`config.mk`:
```
export PLATFORM = sky130hd
export DESIGN_NAME = ysyx_22041207_mdu_ctrl
export DESIGN_NICKNAME = d
export VERILOG_FILES = /design/src/rtl/ysyx_22041207_mdu_pkg.sv /design/src/rtl/ysyx_22041207_mdu_opprep.sv /design/src/rtl/ysyx_22041207_mdu_ctrl.sv
export SDC_FILE = /design/constraint.sdc
export NUM_CORES = 1
export LEC_CHECK = 0
export BUFFER_PORTS_ARGS = -buffer_cell sky130_fd_sc_hd__buf_2
export CORE_AREA = 10 10 152 154
export CTS_CLUSTER_SIZE = 16
export DETAILED_ROUTE_END_ITERATION = 8
export DIE_AREA = 0 0 162 164
export GPL_TIMING_DRIVEN = 1
export PLACE_DENSITY = 0.71
export RECOVER_POWER = 25
export SLEW_MARGIN = 5
export SYNTH_ARGS = -nofsm -noshare
export SYNTH_HDL_FRONTEND = slang
export SYNTH_SLANG_ARGS = --single-unit
```
`constraint.sdc`:
```
create_clock -name clk -period 2.3 [get_ports clk]
set_clock_uncertainty 0.05 [all_clocks]
set_input_delay 0.23 -clock clk [delete_from_list [all_inputs] [get_ports clk]]
set_output_delay 0.23 -clock clk [all_outputs]
set_load 0.005 [all_outputs]
```
`src/rtl/ysyx_22041207_mdu_pkg.sv`:
```
// Shared encodings, widths and FSM state type for the MDU multiply controller.
package ysyx_22041207_mdu_pkg;

    localparam int XLEN   = 64;
    localparam int REG_AW = 5;

    localparam logic [1:0] MDU_OP_MUL  = 2'd0;
    localparam logic [1:0] MDU_OP_MULW = 2'd1;

    typedef enum logic [1:0] {
        ST_IDLE  = 2'd0,
        ST_ISSUE = 2'd1,
        ST_WAIT  = 2'd2,
        ST_WB    = 2'd3
    } mdu_state_e;

    function automatic logic [XLEN-1:0] sext32(input logic [31:0] v);
        return {{(XLEN-32){v[31]}}, v};
    endfunction

endpackage

```
`src/rtl/ysyx_22041207_mdu_opprep.sv`:
```
// Combinational operand preparation: MULW sign-extension, reserved-op and zero detect.
// Zero detect is only live when YSYX_22041207_MDU_ZERO_BYPASS_EN is defined.
module ysyx_22041207_mdu_opprep
    import ysyx_22041207_mdu_pkg::*;
(
    input  logic [1:0]      op,
    input  logic [XLEN-1:0] src1,
    input  logic [XLEN-1:0] src2,
    output logic [XLEN-1:0] opa,
    output logic [XLEN-1:0] opb,
    output logic            rsvd,
    output logic            zero_skip
);

    always_comb begin
        opa = src1;
        opb = src2;
        if (op == MDU_OP_MULW) begin
            opa = sext32(src1[31:0]);
            opb = sext32(src2[31:0]);
        end
    end

    assign rsvd = (op != MDU_OP_MUL) && (op != MDU_OP_MULW);

`ifdef YSYX_22041207_MDU_ZERO_BYPASS_EN
    assign zero_skip = (opa == '0) || (opb == '0);
`else
    assign zero_skip = 1'b0;
`endif

endmodule

```
`src/rtl/ysyx_22041207_mdu_ctrl.sv`:
```
// Execute-stage MUL/MULW controller sitting between the pipeline and a multi-cycle multiplier.
// Optional zero-operand bypass: YSYX_22041207_MDU_ZERO_BYPASS_EN.
//
// state | meaning
// IDLE  | ready for a new request
// ISSUE | offering latched operands to the multiplier
// WAIT  | multiplier running, waiting for its product
// WB    | holding result until writeback accepts it
module ysyx_22041207_mdu_ctrl
    import ysyx_22041207_mdu_pkg::*;
(
    input  logic              clk,
    input  logic              rst,
    input  logic              in_valid,
    output logic              in_ready,
    input  logic [1:0]        op,
    input  logic [XLEN-1:0]   src1,
    input  logic [XLEN-1:0]   src2,
    input  logic [REG_AW-1:0] rd,
    input  logic              flush,
    output logic              mul_valid,
    output logic              mul_flush,
    output logic [XLEN-1:0]   multiplicand,
    output logic [XLEN-1:0]   multiplier,
    input  logic              mul_ready,
    input  logic              mul_out_valid,
    input  logic [31:0]       mul_hi,
    input  logic [31:0]       mul_lo,
    output logic              wb_valid,
    input  logic              wb_ready,
    output logic [REG_AW-1:0] wb_rd,
    output logic [XLEN-1:0]   wb_data,
    output logic              busy
);

    mdu_state_e        state_q, state_d;
    logic [1:0]        op_q, op_d;
    logic [REG_AW-1:0] rd_q, rd_d;
    logic [XLEN-1:0]   mcand_q, mcand_d;
    logic [XLEN-1:0]   mplier_q, mplier_d;
    logic [XLEN-1:0]   wb_data_q, wb_data_d;
    logic              wb_valid_q, wb_valid_d;
    logic              mul_flush_q, mul_flush_d;

    logic [XLEN-1:0]   prep_a, prep_b;
    logic              prep_rsvd, prep_zero;
    logic              accept;

    ysyx_22041207_mdu_opprep u_opprep (
        .op        (op),
        .src1      (src1),
        .src2      (src2),
        .opa       (prep_a),
        .opb       (prep_b),
        .rsvd      (prep_rsvd),
        .zero_skip (prep_zero)
    );

    assign accept = in_valid && (state_q == ST_IDLE) && !flush;

    always_comb begin
        state_d     = state_q;
        op_d        = op_q;
        rd_d        = rd_q;
        mcand_d     = mcand_q;
        mplier_d    = mplier_q;
        wb_data_d   = wb_data_q;
        wb_valid_d  = 1'b0;
        mul_flush_d = 1'b0;

        case (state_q)
            ST_IDLE: begin
                if (accept) begin
                    op_d     = op;
                    rd_d     = rd;
                    mcand_d  = prep_a;
                    mplier_d = prep_b;
                    // Reserved ops and zero-bypassed products resolve to 0 without the multiplier.
                    if (prep_rsvd || prep_zero) begin
                        state_d    = ST_WB;
                        wb_data_d  = '0;
                        wb_valid_d = 1'b1;
                    end else begin
                        state_d = ST_ISSUE;
                    end
                end
            end
            ST_ISSUE: begin
                if (flush) begin
                    mul_flush_d = 1'b1;
                    state_d     = ST_IDLE;
                end else if (mul_ready) begin
                    state_d = ST_WAIT;
                end
            end
            ST_WAIT: begin
                if (flush) begin
                    mul_flush_d = 1'b1;
                    state_d     = ST_IDLE;
                end else if (mul_out_valid) begin
                    wb_data_d  = (op_q == MDU_OP_MULW) ? sext32(mul_lo) : {mul_hi, mul_lo};
                    wb_valid_d = 1'b1;
                    state_d    = ST_WB;
                end
            end
            ST_WB: begin
                // flush wins over wb_ready; both leave WB, but only a clean handshake is a writeback.
                if (flush || wb_ready) begin
                    state_d = ST_IDLE;
                end else begin
                    wb_valid_d = 1'b1;
                end
            end
            default: state_d = ST_IDLE;
        endcase
    end

    always_ff @(posedge clk) begin
        if (rst) begin
            state_q     <= ST_IDLE;
            op_q        <= '0;
            rd_q        <= '0;
            mcand_q     <= '0;
            mplier_q    <= '0;
            wb_data_q   <= '0;
            wb_valid_q  <= 1'b0;
            mul_flush_q <= 1'b0;
        end else begin
            state_q     <= state_d;
            op_q        <= op_d;
            rd_q        <= rd_d;
            mcand_q     <= mcand_d;
            mplier_q    <= mplier_d;
            wb_data_q   <= wb_data_d;
            wb_valid_q  <= wb_valid_d;
            mul_flush_q <= mul_flush_d;
        end
    end

    // A request killed this cycle is never offered to the multiplier.
    assign mul_valid    = (state_q == ST_ISSUE) && mul_ready && !flush;
    assign mul_flush    = mul_flush_q;
    assign multiplicand = mcand_q;
    assign multiplier   = mplier_q;
    assign wb_valid     = wb_valid_q;
    assign wb_rd        = rd_q;
    assign wb_data      = wb_data_q;
    assign in_ready     = (state_q == ST_IDLE);
    assign busy         = (state_q != ST_IDLE);

endmodule

```
==> metrics.csv <==
stage,metric,value,unit
cts,H-tree Lvls,1,
synth,Synth Register Bits,203,
die,area of the core region,20000,um^2
synth,number of different library cells in the post-synthesis netlist,29,
die,Die Footprint,26600,um^2
critical_path,type of the setup path with the least slack,flop to flop,
cells_and_area,most common library cell in the layout ignoring fill and taps,sky130_fd_sc_hd__buf_2,
power_and_ir_drop,P_sw,0.00332,W
cells_and_area,most frequent cells in the layout,"sky130_fd_sc_hd__buf_2, sky130_fd_sc_hd__a21oi_1, sky130_fd_sc_hd__dfxtp_1",
grt,first-pass GRT wire length,49900,um
power_and_ir_drop,Power Internal,0.00715,W
die,die width,162,um
cts,number of CTS-inserted buffers,22,
cells_and_area,fraction of layout instances using a drive strength above 1,29.9,%
sta,"Setup violations, final",0,
cts,CTS tree,done,
power_and_ir_drop,relative contribution of the clock network to total power,34.4,%
grt,global-route met3 utilization,8.66,%
critical_path,data arrival time of the critical path,2.53,ns
placement,Port Buf Inserts,407,
cells_and_area,Layout Cell Area excl Fill,12400,um^2
grt,overall global routing resource usage,22.9,%
flow_run,count of max-cap constraint violations,0,
min_path,kind of path behind the tightest hold check,input port to flop,
placement,placed inst area,10000,um^2
cts,clock net sink count,203,
run_status,run status,"finished, final reports clean",
synth,mapped cell area,7880,um^2
routing,Routed WL per cell,18.8,um
synth,Synth Area per Inst,8.45,um^2
sta,maximum operating frequency,460,MHz
power_and_ir_drop,sw frac,31.7,%
power_and_ir_drop,Max VDD drop,0.000572,V
sta,final critical-path required period,2.17,ns
power_and_ir_drop,power density normalized to cell area,845,nW/um^2
routing,via count,9066,
power_and_ir_drop,part of the total power dissipated in sequential elements,40.0,%
critical_path,maximum fanout along the worst path,96,
cells_and_area,Fillers,1677,
critical_path,kind of end point of the critical path,flop,
critical_path,CP Launch Type,flop,
cells_and_area,Nets,1675,
cts,maximum clock path buffer count,3,
critical_path,flop-to-flop setup slack,0.13,ns
cts,root buf cell,sky130_fd_sc_hd__clkbuf_16,
critical_path,number of cells on the worst reg-to-reg path,6,
grt,busiest metal layer after global routing,met2,
grt,met2 track utilization from global routing,38.9,%
placement,routability congestion estimate from global placement,0.826,
cts,Worst-path clk slew,0.06,ns
synth,sequential element share of the synthesized area,51.6,%
die,initial core utilization,39.3,%
min_path,Worst Hold Path Cells,3,
routing,Vias/cell,5.15,
power_and_ir_drop,"sum of internal, switching and leakage power",0.0105,W
sta,remaining max-slew budget at the tightest pin,53.2,%
sta,final setup TNS,0,ns
grt,initial antenna violation count,7,
grt,total global routing overflow,0,
die,std cell rows,52,
die,top-level port count,408,
sta,Final period util,94.5,%
placement,post-DP HPWL,20800,um
synth,post-synthesis cell count,932,
power_and_ir_drop,static leakage,5.25,nW
critical_path,CP required,2.66,ns
routing,iteration-0 DRC count of the detailed router,727,
routing,final routed wirelength across all metal layers,33100,um
routing,post-route ant nets,0,
cts,number of post-CTS setup repair buffers,0,
routing,DRC,0,
die,chip height,164,um
cells_and_area,area added between synthesis and finish,57.1,%
grt,routing usage on met1,25.1,%
grt,maximum number of pins on one net before global-route repair,139,
power_and_ir_drop,combinational power share,25.6,%
sta,unrepaired setup endpoints after global routing,no,
synth,nets in the synthesized netlist,1143,
synth,Synth warnings,0,
sta,number of failing hold endpoints at the final stage,0,
sta,transition at the pin with the smallest max-transition slack,0.702,ns
sta,count of pins over their slew limit,0,
grt,via count of the first global-routing pass,8975,
routing,length of the first detailed-routing pass in iterations,5,
cts,clock latency on the worst-skew pair,0.49,ns
[stage by stage]
step,cells,setup slack (ns),util [%],hold WS [ns]
2_1_floorplan,932,0.364,-,0.316
3_3_place_gp,1542,0.265,50.1,0.384
5_1_grt,1757,0.0298,61.8,0.0108
6_report,1760,0.126,61.8,0.0180
3_5_place_dp,1542,0.163,50.1,0.391
4_1_cts,1750,0.141,62.3,0.00225
[cell type report]
| type | count | area [um^2] | share of cell area [%] |
|---|---|---|---|
| sequential | 203 | 4060 | 32.8 |
| tap | 270 | 338 | 2.73 |
| clock inverter | 9 | 100 | 0.808 |
| antenna | 10 | 25.0 | 0.202 |
| timing repair buffer | 595 | 3800 | 30.7 |
| multi-input combinational | 634 | 3380 | 27.3 |
| clock buffer | 31 | 646 | 5.21 |
| inverter | 8 | 30.0 | 0.243 |
[power by group through the flow]
stage                     combinational, W  clock (W)  sequential, W
final                              0.00268    0.00360        0.00419
after global routing               0.00293    0.00384        0.00423
after CTS                          0.00267    0.00367        0.00416
after detailed placement           0.00244          0        0.00423
after global placement             0.00241          0        0.00421
after floorplan                    0.00142          0        0.00427
[worst paths after layout]
check,from,end
min reg2reg,multiplicand[26]$_SDFFE_PP0P_,multiplicand[26]$_SDFFE_PP0P_
max reg2reg,state_q[0]$_SDFFE_PP0P_,wb_data[60]$_SDFFE_PP0P_
min,src1[37],multiplicand[37]$_SDFFE_PP0P_
max,state_q[0]$_SDFFE_PP0P_,wb_data[60]$_SDFFE_PP0P_
[Yosys cell counts, drive strengths merged]
| cell type | n | area, um^2 |
|---|---|---|
| a21oi | 204 | 1020 |
| dfxtp | 203 | 4060 |
| nand2 | 178 | 668 |
| nor2 | 67 | 254 |
| nand3 | 64 | 470 |
| clkbuf | 56 | 210 |
| nor3 | 34 | 170 |
| o21ai | 34 | 170 |
| o31ai | 32 | 400 |
| buf | 31 | 220 |
| inv | 8 | 30.0 |
| nand2b | 6 | 37.5 |
| ha | 5 | 62.6 |
| a2111o | 1 | 11.3 |
| a2111oi | 1 | 27.5 |
| a31oi | 1 | 6.26 |
| and3 | 1 | 6.26 |
| and3b | 1 | 8.76 |
| nor2b | 1 | 6.26 |
| o221a | 1 | 11.3 |
| o311ai | 1 | 8.76 |
| o32ai | 1 | 8.76 |
| or2 | 1 | 6.26 |
[state kept, by name, indices dropped and copies added, names as in the netlist]
name,count
multiplier,64
wb_rd,5
state_q,2
multiplicand,64
mul_flush,1
op_q,2
wb_valid,1
wb_data,64
[metal layers]
metal	routed length, um	share of wire (%)
met5	0	0
met4	1280	3.9
met3	3620	11
met2	16100	49
met1	12100	37
[critical path, cell delays in order (launching register included)]
cell and delay [ns]:
sky130_fd_sc_hd__dfxtp_1 0.43, sky130_fd_sc_hd__inv_1 0.10, sky130_fd_sc_hd__ha_1 0.24, sky130_fd_sc_hd__nor2b_1 0.17, sky130_fd_sc_hd__a2111o_2 0.47, sky130_fd_sc_hd__buf_12 0.26, sky130_fd_sc_hd__o31ai_2 0.31
[logic make-up (layout without fill, tap and decap cells)]
kind of cell / Yosys count / after routing / synth area share, %
adder cells (fa/ha/maj): 5 / 5 / 0.794
buffers and inverters: 95 / 643 / 5.84
flip-flops: 203 / 203 / 51.6
AND/OR/NAND/NOR: 353 / 353 / 20.7
AO/OA/AOI/OAI: 276 / 276 / 21.1
other: 0 / 10 / 0
[what timing repair did]
item	in CTS	in global routing
resized for setup	0	1
hold buffers	168	0
hold endpoints to repair	168	0
endpoints found under the setup margin	0	1
Note: power is estimated with default switching activity, not from simulation.
